File: src/rtl/pe_dp_ctrl_gen.sv
// Datapath controller for one PE: walks W > S > C > M over a runtime tile config and drives
// the fetch / multiply / sum pipeline with psum read-after-write hazard stalls.
module pe_dp_ctrl_gen #(
    parameter int unsigned IP_DEPTH = 12,
    parameter int unsigned WP_DEPTH = 224,
    parameter int unsigned PP_DEPTH = 24,
    parameter int unsigned CNT_WD   = 8,
    parameter int unsigned IPA_WD   = $clog2(IP_DEPTH),
    parameter int unsigned WPA_WD   = $clog2(WP_DEPTH),
    parameter int unsigned PPA_WD   = $clog2(PP_DEPTH)
) (
    input  logic              i_clk,
    input  logic              i_rst_n,
    input  logic              i_cfg_valid,
    output logic              o_cfg_ready,
    input  logic [CNT_WD-1:0] i_cfg_S,
    input  logic [CNT_WD-1:0] i_cfg_C,
    input  logic [CNT_WD-1:0] i_cfg_M,
    input  logic [CNT_WD-1:0] i_cfg_W,
    input  logic              i_cfg_acc,
    output logic              o_cfg_err,
    output logic              o_done,
    input  logic              i_win_valid,
    output logic              o_win_ready,
    output logic              o_fs_valid,
    output logic [IPA_WD-1:0] o_ip_addr,
    output logic [WPA_WD-1:0] o_wp_addr,
    output logic [PPA_WD-1:0] o_pp_raddr,
    output logic              o_fs_rd_psum,
    output logic              o_ms_valid,
    output logic              o_ss_valid,
    output logic [PPA_WD-1:0] o_pp_waddr,
    output logic              o_ss_init,
    output logic              o_ss_last,
    output logic              o_ss_fstpix,
    output logic              o_ss_lstpix,
    output logic              o_ss_sht
);

    localparam int unsigned PROD_WD = 3 * CNT_WD;
    localparam logic [CNT_WD-1:0] ONE = CNT_WD'(1);

    typedef enum logic [1:0] {StIdle, StRun, StDrain} state_e;

    typedef struct packed {
        logic [CNT_WD-1:0] m;
        logic              init;
        logic              last;
        logic              fst;
        logic              lst;
        logic              sht;
    } op_t;

    state_e state_q, state_d;

    logic [CNT_WD-1:0] cfg_s_q, cfg_c_q, cfg_m_q, cfg_w_q;
    logic              cfg_acc_q;
    logic [CNT_WD-1:0] s_q, c_q, m_q, w_q;
    logic [CNT_WD-1:0] s_d, c_d, m_d, w_d;
    logic              err_q;

    logic              ms_valid_q, ss_valid_q;
    op_t               ms_q, ss_q, fs_op;

    logic [PROD_WD-1:0] in_sc, in_scm;
    logic               cfg_legal;
    logic               accept, hazard, issue, pipe_empty;
    logic               last_s, last_c, last_m, last_w, tile_end;

    // Legality is judged on the offered fields, so the reject pulse lands one cycle later.
    always_comb begin
        in_sc     = PROD_WD'(i_cfg_S) * PROD_WD'(i_cfg_C);
        in_scm    = in_sc * PROD_WD'(i_cfg_M);
        cfg_legal = (i_cfg_S != '0) && (i_cfg_C != '0) && (i_cfg_M != '0) && (i_cfg_W != '0) &&
                    (in_sc <= PROD_WD'(IP_DEPTH)) && (in_scm <= PROD_WD'(WP_DEPTH)) &&
                    (PROD_WD'(i_cfg_M) <= PROD_WD'(PP_DEPTH));
    end

    always_comb begin
        accept     = (state_q == StIdle) && i_cfg_valid;
        last_s     = (s_q == cfg_s_q - ONE);
        last_c     = (c_q == cfg_c_q - ONE);
        last_m     = (m_q == cfg_m_q - ONE);
        last_w     = (w_q == cfg_w_q - ONE);
        hazard     = (ms_valid_q && (ms_q.m == m_q)) || (ss_valid_q && (ss_q.m == m_q));
        issue      = (state_q == StRun) && i_win_valid && !hazard;
        pipe_empty = !ms_valid_q && !ss_valid_q;

        fs_op.m    = m_q;
        fs_op.init = (s_q == '0) && (c_q == '0) && !cfg_acc_q;
        fs_op.last = last_s && last_c;
        fs_op.fst  = (w_q == '0);
        fs_op.lst  = last_w;
        fs_op.sht  = last_s && last_c && last_m;
        tile_end   = fs_op.sht && last_w;
    end

    // FSM: state register
    always_ff @(posedge i_clk or negedge i_rst_n) begin
        if (!i_rst_n) begin
            state_q <= StIdle;
        end else begin
            state_q <= state_d;
        end
    end

    // FSM: next state
    always_comb begin
        state_d = state_q;
        unique case (state_q)
            StIdle:  if (accept && cfg_legal) state_d = StRun;
            StRun:   if (issue && tile_end) state_d = StDrain;
            StDrain: if (pipe_empty) state_d = StIdle;
            default: state_d = StIdle;
        endcase
    end

    // FSM: outputs; done fires the cycle after the final writeback has left SS.
    always_comb begin
        o_cfg_ready  = (state_q == StIdle);
        o_cfg_err    = err_q;
        o_done       = err_q || ((state_q == StDrain) && pipe_empty);
        o_fs_valid   = issue;
        o_fs_rd_psum = issue && !fs_op.init;
        o_ip_addr    = IPA_WD'(PROD_WD'(s_q) * PROD_WD'(cfg_c_q) + PROD_WD'(c_q));
        o_wp_addr    = WPA_WD'((PROD_WD'(s_q) * PROD_WD'(cfg_c_q) + PROD_WD'(c_q)) *
                               PROD_WD'(cfg_m_q) + PROD_WD'(m_q));
        o_pp_raddr   = PPA_WD'(m_q);
    end

    always_comb begin
        s_d = s_q;
        c_d = c_q;
        m_d = m_q;
        w_d = w_q;
        if (accept) begin
            s_d = '0;
            c_d = '0;
            m_d = '0;
            w_d = '0;
        end else if (issue) begin
            if (!last_m) begin
                m_d = m_q + ONE;
            end else begin
                m_d = '0;
                if (!last_c) begin
                    c_d = c_q + ONE;
                end else begin
                    c_d = '0;
                    if (!last_s) begin
                        s_d = s_q + ONE;
                    end else begin
                        s_d = '0;
                        w_d = last_w ? '0 : w_q + ONE;
                    end
                end
            end
        end
    end

    always_ff @(posedge i_clk or negedge i_rst_n) begin
        if (!i_rst_n) begin
            cfg_s_q   <= '0;
            cfg_c_q   <= '0;
            cfg_m_q   <= '0;
            cfg_w_q   <= '0;
            cfg_acc_q <= 1'b0;
            err_q     <= 1'b0;
            s_q       <= '0;
            c_q       <= '0;
            m_q       <= '0;
            w_q       <= '0;
        end else begin
            err_q <= accept && !cfg_legal;
            if (accept) begin
                cfg_s_q   <= i_cfg_S;
                cfg_c_q   <= i_cfg_C;
                cfg_m_q   <= i_cfg_M;
                cfg_w_q   <= i_cfg_W;
                cfg_acc_q <= i_cfg_acc;
            end
            s_q <= s_d;
            c_q <= c_d;
            m_q <= m_d;
            w_q <= w_d;
        end
    end

    // Fixed-latency pipeline; sideband is zeroed on bubbles so outputs need no extra gating.
    always_ff @(posedge i_clk or negedge i_rst_n) begin
        if (!i_rst_n) begin
            ms_valid_q <= 1'b0;
            ss_valid_q <= 1'b0;
            ms_q       <= '0;
            ss_q       <= '0;
        end else begin
            ms_valid_q <= issue;
            ms_q       <= issue ? fs_op : '0;
            ss_valid_q <= ms_valid_q;
            ss_q       <= ms_q;
        end
    end

    always_comb begin
        o_ms_valid  = ms_valid_q;
        o_ss_valid  = ss_valid_q;
        o_pp_waddr  = PPA_WD'(ss_q.m);
        o_ss_init   = ss_q.init;
        o_ss_last   = ss_q.last;
        o_ss_fstpix = ss_q.fst;
        o_ss_lstpix = ss_q.lst;
        o_ss_sht    = ss_q.sht;
        o_win_ready = ss_q.sht;
    end

endmodule

File: config.mk
export PLATFORM = sky130hd
export DESIGN_NAME = pe_dp_ctrl_gen
export DESIGN_NICKNAME = d
export VERILOG_FILES = /design/src/rtl/pe_dp_ctrl_gen.sv
export SDC_FILE = /design/constraint.sdc
export NUM_CORES = 1
export LEC_CHECK = 0
export ABC_CLOCK_PERIOD_IN_PS = 11150
export BUFFER_PORTS_ARGS = -buffer_cell sky130_fd_sc_hd__buf_2
export CAP_MARGIN = 15
export CORE_ASPECT_RATIO = 0.75
export CORE_MARGIN = 5
export CORE_UTILIZATION = 55
export CTS_BUF_LIST = sky130_fd_sc_hd__clkbuf_2 sky130_fd_sc_hd__clkbuf_4 sky130_fd_sc_hd__clkbuf_8
export DETAILED_ROUTE_END_ITERATION = 10
export GPL_TIMING_DRIVEN = 0
export HOLD_SLACK_MARGIN = 0.12
export PLACE_DENSITY = 0.72
export SYNTH_ARGS = -nofsm -noshare
export SYNTH_HDL_FRONTEND = slang
export SYNTH_SLANG_ARGS = --single-unit
File: constraint.sdc
create_clock -name i_clk -period 11.15 [get_ports i_clk]
set_input_delay 3.345 -clock i_clk [delete_from_list [all_inputs] [get_ports i_clk]]
set_output_delay 3.345 -clock i_clk [all_outputs]
set_load 0.01 [all_outputs]
Word level (Yosys, flattened, before mapping)
Index checks and enable logic that the tools add are counted.
- memories kept: 0
- register bits after elaboration: 96
- input bits: 37
- RAM bits: 0
- bits in latches: 0
- bits in read-only memories: 0
- word-level logic and storage cells: 122
- output and inout port bits: 35
- equal/unequal tests: 11
- add/sub/neg operators: 10
- shift-type cells: 0
- bitwise logic cells: 0
- order comparisons: 3
- multiply operators: 4
- reductions and logical operators: 46
- multiplexer cells: 23
- div/mod/pow operators: 0
- operators by type and width (cell ; count):
    $mux W8 ; 18
    $eq A8 B8 Y1 ; 6
    $add A8 B1 Y8 const B ; 4
    $mul A8 B8 Y16 ; 2
    $reduce_bool A8 Y1 ; 4
    $sub A8 B1 Y8 const B ; 4
    $le A24 B8 Y1 const B ; 1
    $logic_not A8 Y1 ; 3
    $mul A16 B8 Y24 ; 1
    $logic_and A1 B1 Y1 ; 22
    $add A16 B8 Y17 ; 1
    $mul A17 B8 Y8 ; 1
    $le A16 B4 Y1 const B ; 1
    $mux W13 ; 1
    $add A8 B8 Y8 ; 1
    $le A8 B5 Y1 const B ; 1
    $reduce_bool A2 Y1 ; 4
    $logic_not A1 Y1 ; 6
    $mux W2 ; 3
    $pmux W2 S3 ; 1
    $reduce_and A3 Y1 ; 2
    $ne A2 B1 Y1 const B ; 2
    $reduce_and A4 Y1 ; 1
    $eq A2 B1 Y1 const B ; 1
    5 further kinds ; 6

Depth between registers and ports, before layout
- word-level depth: 10
- gate-level depth with buffers: 35

Worst setup path before layout
No wires, ideal clock.
- path type: input to register
- start point: input port i_cfg_C[7]
- end point: register state_q[0]
- setup time: 0.078 ns
- path buffers: 2
- data arrival time: 12.107 ns
- setup slack: -1.035 ns
- stages: 31
- cell sequence: clkbuf_1 > and2_1 > fa_1 > fa_1 > fa_1 > inv_1 > fa_1 > inv_1 > ha_1 > nor4_1 > o21ai_0 > a31o_2 > a211o_1 > and3_1 > clkbuf_1 > and2_1 > fa_1 > fa_1 > fa_1 > inv_1 > fa_1 > inv_1 > ha_1 > a21oi_1 > o21ai_0 > a211oi_1 > o21ai_0 > or4b_1 > or4_1 > nor4_2 > o2bb2ai_1
- longest elaborated chain between the ends: 10
- RTL lines (item ; line ; RTL):
    start: declaration ; 17 ; input logic [CNT_WD-1:0] i_cfg_C,
    branches (longest 5 deep; another with $mul A16 B8 Y24) ; n/a ;
    $logic_and A1 B1 Y1 * (2 in a row) ; 75 ; (in_sc <= PROD_WD'(IP_DEPTH)) && (in_scm <= PROD_WD'(WP_DEPTH)) &&
    $logic_and A1 B1 Y1 * ; 111 ; StIdle: if (accept && cfg_legal) state_d = StRun;
    $ne A2 B1 Y1 (no line) * ; n/a ;
    $reduce_and A3 Y1 (no line) * ; n/a ;
    end signal: assignment ; 101 ; state_q <= StIdle;
    end signal: assignment ; 103 ; state_q <= state_d;
    end: declaration ; 54 ; state_e state_q, state_d;
Every way passes the cells marked *.
A chain may end at the register's enable or synchronous reset.

Final worst setup path
- start point: input port i_cfg_C[2]
- end point: register state_q[0]
Same word-level chain as after synthesis.

==> flow_summary.yaml <==
outcome:
  status: "finished with violations"
  violations: "setup timing"
critical_path:
  critical_path.slowest_cell: "or4_4"
  critPathLaunchType: "input pin"
  crit_fanout: 10
  crit_path_end_kind: "register"
  critPathArrivalTime_ns: 11.75
  cp_common_cell: "fa_1"
  required_ns: 11.46
  cp_slowest_stage_delay_ns: 0.56
  rr_worst_depth: 10
  worstSetupPathType: "in -> reg"
yosys:
  synth_edf_count: 0
  netlist_instances: 1605
  ys_seq_area_frac: 0.174
  synthArstFlopShare: 1.00
  yosys.area.top_type_share: 0.226
  ys_seq_elements: 96
  synthTopCellsByArea: "fa_1 (23%), dfrtp_1 (17%), ha_1 (11%)"
  syn-num-nets: 1923
  syn_area_sq_mm: 0.0138
  synth_ff_type: "dfrtp_1"
  avgSynthCellArea_sq_um: 8.60
  synth.distinct_cells: 67
  yosys_warnings: 0
  synth_top_area_cell: "fa_1"
clock_network:
  cts_buffer_depth: 2
  cts_tree: "built"
  cts-root-buf: "clkbuf_8"
  cts_hold_buf: 0
  numCtsBuffers: 9
  clk_pin_slew_ns: 0.09
  htreeDepth: 3
  clk_latency_ns: 0.38
  clkSinkCount: 96
timing:
  whs_ns: 0.355
  max_slew.worst_pin.slew_ns: 1.04
  setup_tns_ns: -0.570
  hold_violations: 0
  clock_skew_ns: 0.00696
  period_needed_ns: 11.44
  max_freq_mhz: 87.4
  slew_headroom: 0.300
  setup_viol: 2
  fin_ws_ns: -0.285
  drv_slew: 0
  rsz0062_at_grt: "true"
  fin_crit_sh: 1.03
finish:
  drive_gt1_frac: 0.161
  n_antenna_cell: 0
  fin_nets: 2036
  fillers: 2145
  design_area_sq_mm: 0.0161
  final_cells: 2061
  area_delta_synth_final_pct: 16.4
die:
  initial_core_util: 0.556
  die_h_um: 147
  dieArea_sq_mm: 0.0284
  io_pins: 72
  placeableCoreArea_sq_mm: 0.0248
  row_count: 50
  die_x_um: 193
place:
  place.gp.congestion: 0.970
  portBuffers: 58
  place_area_sq_mm: 0.0149
  place_inst: 2002
  dp_hpwl_um: 28300
routing:
  drt_iter0_markers: 947
  wl_um: 36500
  wl_per_cell_um: 17.7
  drc_errors: 0
  vias: 11755
  dr.pass1.iters: 7
  via_per_inst: 5.70
  antenna_left: 0
global_routing:
  grt_usage: 0.263
  grt_max_degree: 60
  antenna_found_initial: 0
  globalRouteOverflowTotal: 0
  grt_pass1_vias: 11654
  grt_first_pass_wirelength_um: 60100
hold_path:
  worstHoldPathCells: 0
  hold_path_class: "reg -> reg"
job:
  cap_violations: 0
logic make-up after synthesis:
| logic type | share of synthesized area |
|---|---|
| and+or+nand+nor | 0.219 |
| AOI/OAI and AO/OA | 0.106 |
| buffers and inverters | 0.0868 |
| muxes | 0.00435 |
| xor gates and xnor gates | 0.0704 |
| adders and majority gates | 0.339 |
| DFF | 0.174 |
final timing paths:
| kind | to | startpoint | slack [ns] |
|---|---|---|---|
| max | state_q[0] | i_cfg_C[2] | -0.29 |
| min | o_ss_last | ms_q[3] | 0.36 |
| max reg2reg | s_q[7] | m_q[2] | 7.53 |
| min reg2reg | o_ss_last | ms_q[3] | 0.36 |
| max in group asynchronous | s_q[3] | i_rst_n | 7.54 |
| min in group asynchronous | ms_q[5] | i_rst_n | 2.93 |
registers in the layout (all words and copies together) (netlist names), 2 cells and up:
| name | cells |
|---|---|
| c_q | 8 |
| cfg_c_q | 8 |
| cfg_m_q | 8 |
| cfg_s_q | 8 |
| cfg_w_q | 8 |
| m_q | 8 |
| ms_q | 13 |
| o_pp_waddr | 5 |
| s_q | 8 |
| ss_q | 3 |
| state_q | 2 |
| w_q | 8 |
placed cells by master, fill, tap and decap left out, types with 14 or more instances in the layout:
master	instances
a21o_1	14
a21oi_1	35
and2_1	140
and2_4	23
and3_1	22
buf_2	57
buf_4	62
clkbuf_1	34
clkbuf_8	18
dfrtp_1	94
fa_1	149
ha_1	109
inv_1	218
nand2_1	215
nand3_1	32
nand4_1	14
nor2_1	48
nor2b_1	15
nor3_1	15
o21ai_0	44
xnor2_1	75
xor2_1	26
layout make-up:
type                            count  area, sq um  share of cell area
Tap cell                          338          423              0.0263
Clock inverter                      2         10.0            0.000623
Sequential cell                    96         2400               0.150
Timing Repair Buffer              111          767              0.0477
Multi-Input combinational cell   1202        10900               0.680
Buffer                             68          488              0.0304
Inverter                          230          863              0.0537
Clock buffer                       14          193              0.0120
critical path: cells and delay by family:
kind / cells / cell delay, ns
fa+ha+maj: 10 / 4.42
xor+xnor: 2 / 0.47
simple gates: 7 / 1.84
compound gates: 5 / 0.96
buf+inv: 7 / 0.68
cells in the mapped netlist, types with 8 or more instances:
| library cell | number |
|---|---|
| nand3_1 | 35 |
| nor4_1 | 15 |
| and3_1 | 23 |
| a21oi_1 | 38 |
| and2_1 | 163 |
| inv_1 | 230 |
| o22ai_1 | 14 |
| nor2b_1 | 15 |
| nor2_1 | 50 |
| clkbuf_1 | 57 |
| fa_1 | 156 |
| o211ai_1 | 8 |
| nand2b_1 | 12 |
| nand4_1 | 14 |
| nor3_1 | 18 |
| buf_4 | 11 |
| xnor2_1 | 81 |
| dfrtp_1 | 96 |
| o31ai_1 | 13 |
| xor2_1 | 30 |
| a21o_1 | 14 |
| ha_1 | 125 |
| o21ai_0 | 52 |
| nand2_1 | 218 |
routing by layer:
metal,GRT usage,vias up,part of all wire
li1,-,5419,-
met1,0.408,5862,0.47
met2,0.388,424,0.44
met3,0.0463,50,0.074
met4,0.0495,0,0.016
met5,0,-,0
stage by stage:
stage	utilization	setup WS, ns
5_1_grt	0.647	-0.419
6_report	0.647	-0.285
4_1_cts	0.639	-0.207
3_5_place_dp	0.598	-1.88
3_3_place_gp	0.597	-1.83
2_1_floorplan	-	-0.138
repair_timing:
action	4_1_cts	5_1_grt
gates resized for setup	100	42
cloned	1	0
setup buffers	43	8
pin swaps	62	33
setup endpoints to repair	2	3
Power is not shown: default switching activity piles up to over one toggle a cycle in this logic, so the estimate is an artifact.
